<file path="src/rtl/seg7_decoder.sv">
// seg7_decoder: debounces an active-low 7-segment bus and emits one
// decoded record per distinct stable glyph through a valid/ready port.
// Short glitches and repeats of the last accepted glyph produce no record.
module seg7_decoder #(
    parameter int unsigned STABLE_CYCLES = 4
) (
    input  logic       clk,
    input  logic       rst_n,
    input  logic [7:0] seg_in,
    input  logic       out_ready,
    input  logic       ovr_clr,
    output logic       out_valid,
    output logic [3:0] out_value,
    output logic       out_dp,
    output logic       out_blank,
    output logic       out_err,
    output logic       ovr
);

    localparam logic [7:0] STABLE_C = 8'(STABLE_CYCLES);

    typedef enum logic [0:0] {
        SETTLE = 1'b0,
        HOLD   = 1'b1
    } state_t;

    // Glyph lookup: returns {blank, err, value[3:0]} for an active-low a..g pattern.
    function automatic logic [5:0] decode_f(input logic [6:0] segs);
        logic [5:0] res;
        case (segs)
            7'h40:   res = {1'b0, 1'b0, 4'h0};
            7'h79:   res = {1'b0, 1'b0, 4'h1};
            7'h24:   res = {1'b0, 1'b0, 4'h2};
            7'h30:   res = {1'b0, 1'b0, 4'h3};
            7'h19:   res = {1'b0, 1'b0, 4'h4};
            7'h12:   res = {1'b0, 1'b0, 4'h5};
            7'h02:   res = {1'b0, 1'b0, 4'h6};
            7'h78:   res = {1'b0, 1'b0, 4'h7};
            7'h00:   res = {1'b0, 1'b0, 4'h8};
            7'h10:   res = {1'b0, 1'b0, 4'h9};
            7'h08:   res = {1'b0, 1'b0, 4'hA};
            7'h03:   res = {1'b0, 1'b0, 4'hB};
            7'h46:   res = {1'b0, 1'b0, 4'hC};
            7'h21:   res = {1'b0, 1'b0, 4'hD};
            7'h06:   res = {1'b0, 1'b0, 4'hE};
            7'h0E:   res = {1'b0, 1'b0, 4'hF};
            7'h7F:   res = {1'b1, 1'b0, 4'h0};
            default: res = {1'b0, 1'b1, 4'h0};
        endcase
        return res;
    endfunction

    state_t     state_r;
    state_t     state_next_s;
    logic [7:0] seg_q_r;
    logic [7:0] cand_r;
    logic [7:0] cand_next_s;
    logic [7:0] cnt_r;
    logic [7:0] cnt_next_s;
    logic [7:0] last_acc_r;
    logic [7:0] last_acc_next_s;
    logic       first_flag_r;
    logic       first_next_s;
    logic       emit_s;
    logic [5:0] rec_s;

    // Next-state, debounce counter and emit decision, all driven from the registered bus.
    always_comb begin
        state_next_s    = state_r;
        cand_next_s     = cand_r;
        cnt_next_s      = cnt_r;
        last_acc_next_s = last_acc_r;
        first_next_s    = first_flag_r;
        emit_s          = 1'b0;
        case (state_r)
            SETTLE: begin
                if (seg_q_r != cand_r) begin
                    cand_next_s = seg_q_r;
                    cnt_next_s  = 8'd1;
                end else if (cnt_r >= STABLE_C) begin
                    cnt_next_s = STABLE_C;
                end else begin
                    cnt_next_s = cnt_r + 8'd1;
                end
                if (cnt_next_s == STABLE_C) begin
                    state_next_s    = HOLD;
                    last_acc_next_s = cand_next_s;
                    first_next_s    = 1'b0;
                    // A stable repeat of the last accepted glyph is a rejected glitch.
                    if ((cand_next_s != last_acc_r) || first_flag_r) begin
                        emit_s = 1'b1;
                    end else begin
                        emit_s = 1'b0;
                    end
                end else begin
                    state_next_s = SETTLE;
                end
            end
            HOLD: begin
                if (seg_q_r != last_acc_r) begin
                    state_next_s = SETTLE;
                    cand_next_s  = seg_q_r;
                    cnt_next_s   = 8'd1;
                end else begin
                    state_next_s = HOLD;
                end
            end
            default: begin
                state_next_s = SETTLE;
            end
        endcase
    end

    assign rec_s = decode_f(cand_next_s[6:0]);

    // Input sampling register and debounce/FSM state.
    always_ff @(posedge clk) begin
        if (!rst_n) begin
            state_r      <= SETTLE;
            seg_q_r      <= 8'hFF;
            cand_r       <= 8'hFF;
            cnt_r        <= 8'd0;
            last_acc_r   <= 8'hFF;
            first_flag_r <= 1'b1;
        end else begin
            state_r      <= state_next_s;
            seg_q_r      <= seg_in;
            cand_r       <= cand_next_s;
            cnt_r        <= cnt_next_s;
            last_acc_r   <= last_acc_next_s;
            first_flag_r <= first_next_s;
        end
    end

    // Output record holding register with valid/ready handshake; a blocked emit is dropped.
    always_ff @(posedge clk) begin
        if (!rst_n) begin
            out_valid <= 1'b0;
            out_value <= 4'h0;
            out_dp    <= 1'b0;
            out_blank <= 1'b0;
            out_err   <= 1'b0;
        end else if (emit_s && (!out_valid || out_ready)) begin
            out_valid <= 1'b1;
            out_value <= rec_s[3:0];
            out_dp    <= ~cand_next_s[7];
            out_blank <= rec_s[5];
            out_err   <= rec_s[4];
        end else if (out_valid && out_ready) begin
            out_valid <= 1'b0;
        end else begin
            out_valid <= out_valid;
        end
    end

    // Sticky overrun flag; a new drop takes priority over the clear request.
    always_ff @(posedge clk) begin
        if (!rst_n) begin
            ovr <= 1'b0;
        end else if (emit_s && out_valid && !out_ready) begin
            ovr <= 1'b1;
        end else if (ovr_clr) begin
            ovr <= 1'b0;
        end else begin
            ovr <= ovr;
        end
    end

endmodule

</file>
<file path="config.mk">
export PLATFORM = sky130hd
export DESIGN_NAME = seg7_decoder
export DESIGN_NICKNAME = d
export VERILOG_FILES = /design/src/rtl/seg7_decoder.sv
export SDC_FILE = /design/constraint.sdc
export NUM_CORES = 1
export LEC_CHECK = 0
export ABC_AREA = 1
export BUFFER_PORTS_ARGS = -buffer_cell sky130_fd_sc_hd__buf_2
export CAP_MARGIN = 20
export CORE_ASPECT_RATIO = 1.2
export CORE_MARGIN = 3
export CORE_UTILIZATION = 61
export DETAILED_ROUTE_END_ITERATION = 16
export PLACE_DENSITY = 0.81
export SLEW_MARGIN = 20
export SYNTH_ARGS = -nofsm -noshare
export SYNTH_HDL_FRONTEND = slang
export SYNTH_SLANG_ARGS = --single-unit
</file>
<file path="constraint.sdc">
create_clock -name clk -period 2.9 [get_ports clk]
set_input_delay 0.58 -clock clk [delete_from_list [all_inputs] [get_ports clk]]
set_output_delay 0.58 -clock clk [all_outputs]
set_load 0.05 [all_outputs]
</file>
Word level (Yosys, flattened, before mapping):

Cells that the tools add are included.
W data, S select, Z words.

* register bits after elaboration: 43
* input port bits: 12
* logic and storage cells: 69
* output and inout bits: 9

* eq/ne operators: 21
* mux-type cells: 20
* reductions and logical operators: 12
* add/sub/neg operators: 1
* bitwise gates (word level): 2
* $lt $le $gt $ge: 1

Operator list (count)
* $pmux W6 S17: 1
* $mux W8: 7
* $eq A7 B7 Y1 const B: 5
* $pmux W8 S2: 2
* $ne A8 B8 Y1: 3
* $eq A7 B5 Y1 const B: 3
* $eq A7 B6 Y1 const B: 3
* $eq A7 B2 Y1 const B: 2
* $eq A7 B4 Y1 const B: 2
* $mux W1: 9
* $add A8 B1 Y8 const B: 1
* $eq A8 B3 Y1 const B: 1
* $ge A8 B3 Y1 const B: 1
* $eq A7 B3 Y1 const B: 1
* $logic_not A7 Y1: 1
* $logic_and A1 B1 Y1: 4
* $reduce_bool A2 Y1: 2
* $logic_not A1 Y1: 2
* $logic_or A1 B1 Y1: 2
* $ne A2 B1 Y1 const B: 1
* $not A1 Y1: 2
* $pmux W1 S2: 1
* $reduce_and A2 Y1: 1

Depth between registers and ports, before layout:

Gate-level depths: netlist (run 1).

* depth after elaboration: 11
* gate-level depth with buffers: 19
* depth with buffers taken out: 18

Least setup slack after synthesis (run 1):

No wires, ideal clock.

* path kind: register -> register
* start: register seg_q_r[3]
* end: register out_err
* cell stages (with the launch flop): 18
* arrival: 1721 ps
* required time: 2782 ps
* clock period less this slack: 1839 ps
* slack: 1061 ps
* path buffers: 1
* setup time: 118 ps
* path through: dfxtp_1 > xnor2_1 > nand2_2 > nor2_2 > nand2_4 > buf_8 > nand2_2 > nand3_1 > nand2_1 > nand2_1 > nor2_2 > nand2_2 > nand2_1 > nor2_1 > nand2_1 > nor2_1 > nor2_1 > nor2_1

* word-level cells in the longest chain between the ends: 9
* elaborated cells between the ends (all ways): 33
* those cells by class: 20 x eq/ne; 10 x mux; 3 x reduce/logical

Ends and longest elaborated chain
* start, declared: line 55 `logic [7:0] seg_q_r;`
* start signal, assigned: line 127 `seg_q_r <= seg_in;`
* parallel branches: the longest is 9 deep, another holds $pmux W6 S17
* end signal, assigned: line 148 `out_err <= rec_s[4];`
* end, declared: line 16 `output logic out_err,`

Several ways; the timed one is not identified. The select of a mux whose other input is x is not followed.
A chain may end at the register's enable or synchronous reset.

Worst setup path after layout (run 1):

* start: register seg_q_r[7]
* end: register out_err

Same word-level chain as after synthesis.

==> results list, run 1 <==
- Status: finished clean
- The clock period could shrink to 2.266 ns.
- Seq/Total Area, Yosys: 0.3351
* Smallest hold slack: 0.4430 ns
- Of the post-synthesis cell area, the dominant cell type holds 0.3351.
- The max-slew violation total from the final report was 0.
- Path type of the worst min-delay path: flip-flop to flip-flop
* Upper clock frequency limit: 441.2 MHz
* Hold path endpoint: cnt_r[7]
- Number of clock sinks: 43
- On the worst path, the slowest cell contributes a delay of 0.42 ns.
- Setup repair after global routing missed its margin: no
- After detailed routing, the number of remaining DRC violations is 0.
* Worst path buffer plus inverter count: 1
* Crit path required time: 3.13 ns
- The number of clock buffers added by TritonCTS is 5.
* Vias in the first global route: 2143
* Final wirelength: 5.591 mm
- The number of nets in the synthesized netlist is 400.
* Fin Setup TNS: 0 ns
- Number of antenna violations at the first check in global routing: 0
- The critical path starts at seg_q_r[7].
- ANT cells: 0
* Core outline area: 4004 um^2
* Clock latency on the worst-skew pair: 0.29 ns
- Critical path peak fanout: 13
- The mapped netlist covers 2569 um^2.
- Deepest clock path buffer count: 2
* Leakage Power: 1.483 nW
- Endpoint of the worst-slack reg-to-reg timing path: out_err
- At the worst endpoint, the arrival time is 2.50 ns.
- Among cell families on the critical path, the largest total delay comes from simple AND/OR/NAND/NOR gates.
* Setup Buffers After CTS: 0
- The final route contains 2361 vias.
- Nature of the critical path endpoint: flip-flop
- The floorplan has 25 rows.
- STA classifies the critical path startpoint as a flip-flop.
- Worst IR drop on VDD: 0.0003988 V
- The largest total area in the synthesized netlist belongs to sky130_fd_sc_hd__dfxtp_1.
- Clock skew on the completed layout was measured at 0.005752 ns.
- In this run the tightest slew margin relative to its limit is 0.5391.
- Gates resized during post-CTS repair numbered 0.
* Area of the die: 5029 um^2
- Measured in cells, the most critical reg-to-reg path has a length of 15.
- Total congestion overflow after global routing: 0
* Launch instance of the worst register-to-register path: seg_q_r[7]
- For the pin with the worst max-slew slack, the measured transition is 0.6905 ns.
- TritonCTS built the clock tree.
- ANT nets after route: 0
* Crit path kind: flip-flop to flip-flop
- Counting flops with an async set or reset pin after synthesis yields a share of 0.
* Synth cell types: 33
* WL/cell: 12.21 um
- In the post-synthesis netlist, the biggest area contributors are sky130_fd_sc_hd__dfxtp_1 (34%), sky130_fd_sc_hd__nand2_1 (19%), sky130_fd_sc_hd__nor2_1 (6.1%), sky130_fd_sc_hd__nand2_2 (5.4%), sky130_fd_sc_hd__inv_1 (4.4%).
- Power per unit of standard cell area: 441.5 nW/um^2
- CTS placed an instance of sky130_fd_sc_hd__clkbuf_8 at the clock tree root.
- GRT Resource Usage Total: 0.2347
- Among all flip-flop cells after synthesis, the most frequent one is sky130_fd_sc_hd__dfxtp_1.
- Number of synthesized register bits: 43
* Per-cell via count in the routed design: 5.155
* Overall die height: 77.09 um
- Weighted congestion reported at the end of routability-driven placement: 0.9881
- The first global-routing pass estimated 9.542 mm of wire.
- Counting every instance in the synthesized netlist gives 386.
- The area growth from synthesis to layout is 8.329%.
* Count of endpoints failing hold in the final timing report: 0
- Crit-path most repeated cell: sky130_fd_sc_hd__nor2_1
- In this run the number of H-tree levels came out at 2.
* Nets: 417
* Detailed-router iteration count before antenna repair: 4
- The Yosys step of the flow raised 0 warnings.
* DP Area: 2670 um^2
- The startpoint identified for the worst hold timing path is cnt_r[7].
* Average size of a mapped cell: 6.655 um^2
- Max-cap violation count: 0
* CTS Hold Buffers Added: 0
- Setup violations remaining at the end of the flow were counted as 0.
- Counting instances, the worst hold path has a depth of 2.
* Count of port buffers added during placement: 20
- In this run, synthesis inferred 0 flip-flops with an integrated enable.
- After clock tree synthesis, the clock-pin slew on the worst setup and hold paths is 0.08 ns.
- Largest net degree at the start of global routing: 25
* DPL Wire Length: 4.281 mm
* Cell-by-cell trace of the critical path: xnor2_1 > nand2_2 > nor2_4 > nand3_1 > nand3_2 > nand2_2 > nand2_2 > inv_1 > nand3_1 > nand2_1 > nor2_1 > nand2_1 > nor2_1 > nor2_1 > nor2_1
* CP max-delay cell: sky130_fd_sc_hd__dfxtp_1
* Layout Cell Area excl Fill: 2783 um^2
* Setup slack, reg-to-reg: 0.63 ns
- Starting density of the core: 0.6416
* Number of DRC markers in iteration 0: 147
- Horizontal die dimension: 65.24 um
- Num ports: 21
* Fraction of layout cells with a size suffix above 1: 0.2500
- Part of the cycle the worst path needs: 0.7815
==> cells by family after synthesis <==
group,share of synthesized area
AND/OR/NAND/NOR,0.4851
buffers and inverters,0.08573
flip-flops,0.3351
AO/OA/AOI/OAI,0.07745
XOR/XNOR,0.006821
adder cells (fa/ha/maj),0.009740
==> registers in the layout (all words and copies together) (netlist names) <==
name and count:
cand_r 8, cnt_r 8, first_flag_r 1, last_acc_r 8, out_blank 1, out_dp 1, out_err 1, out_valid 1
out_value 4, ovr 1, seg_q_r 8, state_r 1
==> tightest hold or removal path: stages, from the launching register on <==
cell	delay (ns)
sky130_fd_sc_hd__dfxtp_1	0.32
sky130_fd_sc_hd__nand2_1	0.06
sky130_fd_sc_hd__nor2_1	0.03
==> cells in the final DEF (no fill, tap or decap), drive strengths merged <==
master / count
inv: 38
or2: 9
clkinv: 3
dfxtp: 43
nor2: 52
nand3: 31
buf: 21
o21ai: 10
nor3: 1
nand4: 4
clkbuf: 5
ha: 2
o211ai: 5
and2: 1
o22ai: 2
o2111ai: 1
a31oi: 1
xnor2: 2
bufinv: 1
nand2: 159
a21oi: 13
==> metrics by stage <==
step | total power, mW | setup slack (ns) | utilization | instances
2_1_floorplan | 0.7483 | 1.061 | - | 386
3_3_place_gp | 0.7723 | 0.7085 | 0.6669 | 450
3_5_place_dp | 0.7752 | 0.6881 | 0.6669 | 450
4_1_cts | 1.239 | 0.6463 | 0.6950 | 458
5_1_grt | 1.285 | 0.3993 | 0.6950 | 458
6_report | 1.229 | 0.6336 | 0.6950 | 458
==> worst max-delay path by stage <==
stage                     depth (start not counted)  slack, ns       to
after floorplan                                  17       1.06  out_err
after global placement                           17       0.71  out_err
after detailed placement                         17       0.69  out_err
after CTS                                        15       0.65  out_err
after global routing                             17       0.40  out_err
final                                            15       0.63  out_err
==> routing by layer <==
layer  track usage  routed length [um]
met1        0.2986                2444
met2        0.3941                2767
met3       0.03514                 238
met4       0.08714                 141
met5             0                   0
==> cell type report <==
| cell class | instances | area [um^2] |
|---|---|---|
| multi-input cells | 293 | 1488 |
| fillers | 391 | 1221 |
| flip-flops and latches | 43 | 860.8 |
| inverters | 39 | 146.4 |
| repair buffers | 21 | 107.6 |
| clock buffers | 5 | 68.82 |
| well taps | 54 | 67.56 |
| clock inverters | 3 | 43.79 |
==> Yosys cell counts, types with 4 or more instances <==
cell type                  count
sky130_fd_sc_hd__o211ai_1      5
sky130_fd_sc_hd__dfxtp_1      43
sky130_fd_sc_hd__a21oi_2       4
sky130_fd_sc_hd__nor2_4        4
sky130_fd_sc_hd__inv_1        30
sky130_fd_sc_hd__or2_2         9
sky130_fd_sc_hd__inv_2         8
sky130_fd_sc_hd__o21ai_0       8
sky130_fd_sc_hd__nor2_1       42
sky130_fd_sc_hd__nand3_1      19
sky130_fd_sc_hd__nand4_1       4
sky130_fd_sc_hd__nand2_4       5
sky130_fd_sc_hd__a21oi_1       9
sky130_fd_sc_hd__nand3_2      11
sky130_fd_sc_hd__nand2_1     132
sky130_fd_sc_hd__nor2_2        6
sky130_fd_sc_hd__nand2_2      22
sky130_fd_sc_hd__clkbuf_1      5
==> report_power, final <==
group	switching (mW)	total [mW]	internal (mW)	leakage, nW
clock	0.210	0.466	0.256	0.0581
combinational	0.0976	0.146	0.0479	1.07
sequential	0.0148	0.616	0.602	0.351
(Power assumes the default switching activity.)
==> run 2: changes to the inputs <==
--- a/config.mk
+++ b/config.mk
@@ -10,9 +10,9 @@
 export CAP_MARGIN = 20
 export CORE_ASPECT_RATIO = 1.2
 export CORE_MARGIN = 3
-export CORE_UTILIZATION = 61
+export CORE_UTILIZATION = 54
 export DETAILED_ROUTE_END_ITERATION = 16
-export PLACE_DENSITY = 0.81
+export PLACE_DENSITY = 0.76
 export SLEW_MARGIN = 20
 export SYNTH_ARGS = -nofsm -noshare
 export SYNTH_HDL_FRONTEND = slang
==> constraint.sdc (replaced) <==
create_clock -name clk -period 1.9 [get_ports clk]
set_input_delay 0.38 -clock clk [delete_from_list [all_inputs] [get_ports clk]]
set_output_delay 0.38 -clock clk [all_outputs]
set_load 0.05 [all_outputs]
==> results list, run 2 (same netlist as run 1, synthesis figures left out) <==
- Logic depth of the worst register-to-register path: 18
- DP Area: 2980 um^2
- After filler insertion, the fill cell instance count of the layout stands at 279.
- At the worst endpoint, the required time is 2.11 ns.
- OpenSTA, run right after detailed placement, puts the worst setup slack at -0.2245 ns.
- TritonCTS built the clock tree.
- TritonCTS created 5 clock buffers.
- Upper clock frequency limit: 448.7 MHz
* Area Overhead vs Synth: 39.80%
- Of the cells placed in the final design, the portion with a size suffix greater than 1 is 0.4729.
* Multi-input gate area in the final layout: 1714 um^2
* Power per unit of standard cell area: 616.5 nW/um^2
- Smallest hold slack: 0.2475 ns
- The worst hold path passes through 2 cells.
- In this run the tightest slew margin relative to its limit is 0.5042.
- CP max-delay cell: sky130_fd_sc_hd__dfxtp_1
- Setup violations remaining at the end of the flow were counted as 14.
* Nature of the critical path endpoint: flip-flop
- The tree is rooted in a sky130_fd_sc_hd__clkbuf_8.
* Final critical-path setup slack: -0.3287 ns
- The repair_antennas step left the layout with diodes totalling 0.
* Path type of the worst min-delay path: primary input to flip-flop
- The detailed router placed 2879 vias in this run.
- Layout Cell Area excl Fill: 3591 um^2
* Per-cell via count in the routed design: 5.569
* Wire length of the first global-routing pass: 11.02 mm
- The total overflow left after global routing is 0.
- After clock tree synthesis, the flow added hold-fix buffers numbering 0.
- 21 I/O pins were placed.
- The initialized floorplan defines 26 standard-cell rows.
- Slew at the pin closest to its max-slew limit: 0.7429 ns
* Count of port buffers added during placement: 20
* Violations in the final reports: negative setup slack
* Maximum single-stage delay on the critical path: 0.40 ns
* Worst IR drop on VDD: 0.0005483 V
* Setup repair after global routing missed its margin: yes
- Cell-by-cell trace of the critical path: nand2_1 > nand2_1 > nand2_2 > nor2_4 > nand2_4 > buf_6 > nand2_2 > nand3_1 > nand2_2 > nand2_2 > nor2_1 > nand2_2 > nand2_2 > nor2_2 > nand2_2 > nor2_2 > nor2_1 > nor2_1
- Area of the die: 5624 um^2
- Counting along the longest clock path gives a buffer depth of 2.
* Detailed-route DRC error count: 0
* Clock latency on the worst-skew pair: 0.31 ns
- Core outline area: 4424 um^2
- In the final routed layout, each cell accounts on average for 15.25 um.
- Largest net degree at the start of global routing: 25
- Weighted congestion reported at the end of routability-driven placement: 0.9398
- Number of DRC markers in iteration 0: 203
* Part of the cycle the worst path needs: 1.173
- Before antenna repair, the detailed router went through 5 iterations.
- In this run the static leakage power is 1.853 nW.
- The H-tree was split into 2 levels.
- Most frequent standard cell in the layout excluding fill and tap cells: sky130_fd_sc_hd__nand2_1
* Sequential cell area in the final layout: 875.8 um^2
* Horizontal die dimension: 68.96 um
- DPL Wire Length: 4.523 mm
- For this block, the routed nets add up to 7.886 mm of wire.
- The tool flagged a number of max-cap violations equal to 0.
- Nets: 474
- In this run the vertical extent of the chip is 81.55 um.
- Fin. max-slew vios: 0
* Clock Pin Slew Worst Setup and Hold Paths: 0.10 ns
- The run finished, with violations left.
* Crit-path most repeated cell: sky130_fd_sc_hd__nand2_2
- For this configuration, the core starts out at a cell density of 0.5806.
* Number of clock sinks: 43
* Count of endpoints failing hold in the final timing report: 0
* Commonest cells after routing, fill and taps aside: sky130_fd_sc_hd__nand2_1 (109), sky130_fd_sc_hd__buf_4 (43), sky130_fd_sc_hd__nand2_2 (39), sky130_fd_sc_hd__dfxtp_1 (31)
* Critical path peak fanout: 7
- The initial antenna violation count is 0.
* Worst Setup Start Kind: flip-flop
- For the worst setup path, the data arrival time is 2.43 ns.
- ANT nets after route: 0
- Fin Setup TNS: -1.751 ns
- In the global route stage, overall resource usage came out at 0.2579.
* Vias in the first global route: 2555
- The clock arrives with 0.009459 ns of skew.
- The worst path in the final design needs a cycle of 2.229 ns, including I/O delays and setup.
- Crit path kind: flip-flop to flip-flop
## run 2: changes by cell type in the layout (fill, tap and decap cells not counted), sizes merged
cell / before / now
clkbuf: 5 / 7
clkinv: 3 / 1
nand2: 159 / 160
buf: 21 / 74
bufinv: 1 / 2
inv: 38 / 39
clkinvlp: 0 / 1
## run 2: routing by layer
metal,track usage,vias up,wire [um]
met5,0,-,0
met4,0.09162,0,392
met3,0.05609,49,487
met2,0.4704,139,4150
met1,0.2875,1340,2856
li1,-,1351,-
## run 2: final cells by class
cell class              instances  share of cell area
multi-input cells             294              0.4774
repair buffers                 76              0.1760
clock inverters                 3             0.01986
clock buffers                   5             0.01916
repair inverters                1            0.002091
well taps                      56             0.01951
inverters                      39             0.04216
flip-flops and latches         43              0.2439
## run 2: report_power, final
part	switching [mW]	leakage (nW)	internal, mW
combinational	0.213	1.44	0.167
clock	0.363	0.0703	0.534
sequential	0.0169	0.347	0.920
total	0.593	1.85	1.62
## run 2: final timing paths
check / from / end / slack [ns]
worst min register to register: cnt_r[7] / cnt_r[7] / 0.44
worst max-delay path: last_acc_r[5] / out_err / -0.33
worst min-delay path: seg_in[1] / seg_q_r[1] / 0.25
worst max register to register: last_acc_r[5] / out_err / -0.33
## run 2: critical path: cells and delay by family (launching register included)
family	cells	cell delay (ns)
and+or+nand+nor	17	1.56
buffers and inverters	1	0.14
DFF	1	0.40
## run 2: stage by stage
step / utilization / power, mW / instances
finish: 0.8117 / 2.214 / 517
global route: 0.8117 / 2.283 / 517
CTS: 0.7407 / 2.156 / 507
detailed placement: 0.6736 / 1.248 / 488
global placement: 0.6736 / 1.244 / 488
floorplan: - / 1.142 / 386
## run 2: what timing repair did
action                                  in CTS  in global routing
pin swaps                                   10                 27
setup buffers                               10                  8
cloned                                       1                  3
endpoints found under the setup margin       6                 23
gates resized for setup                     26                 65
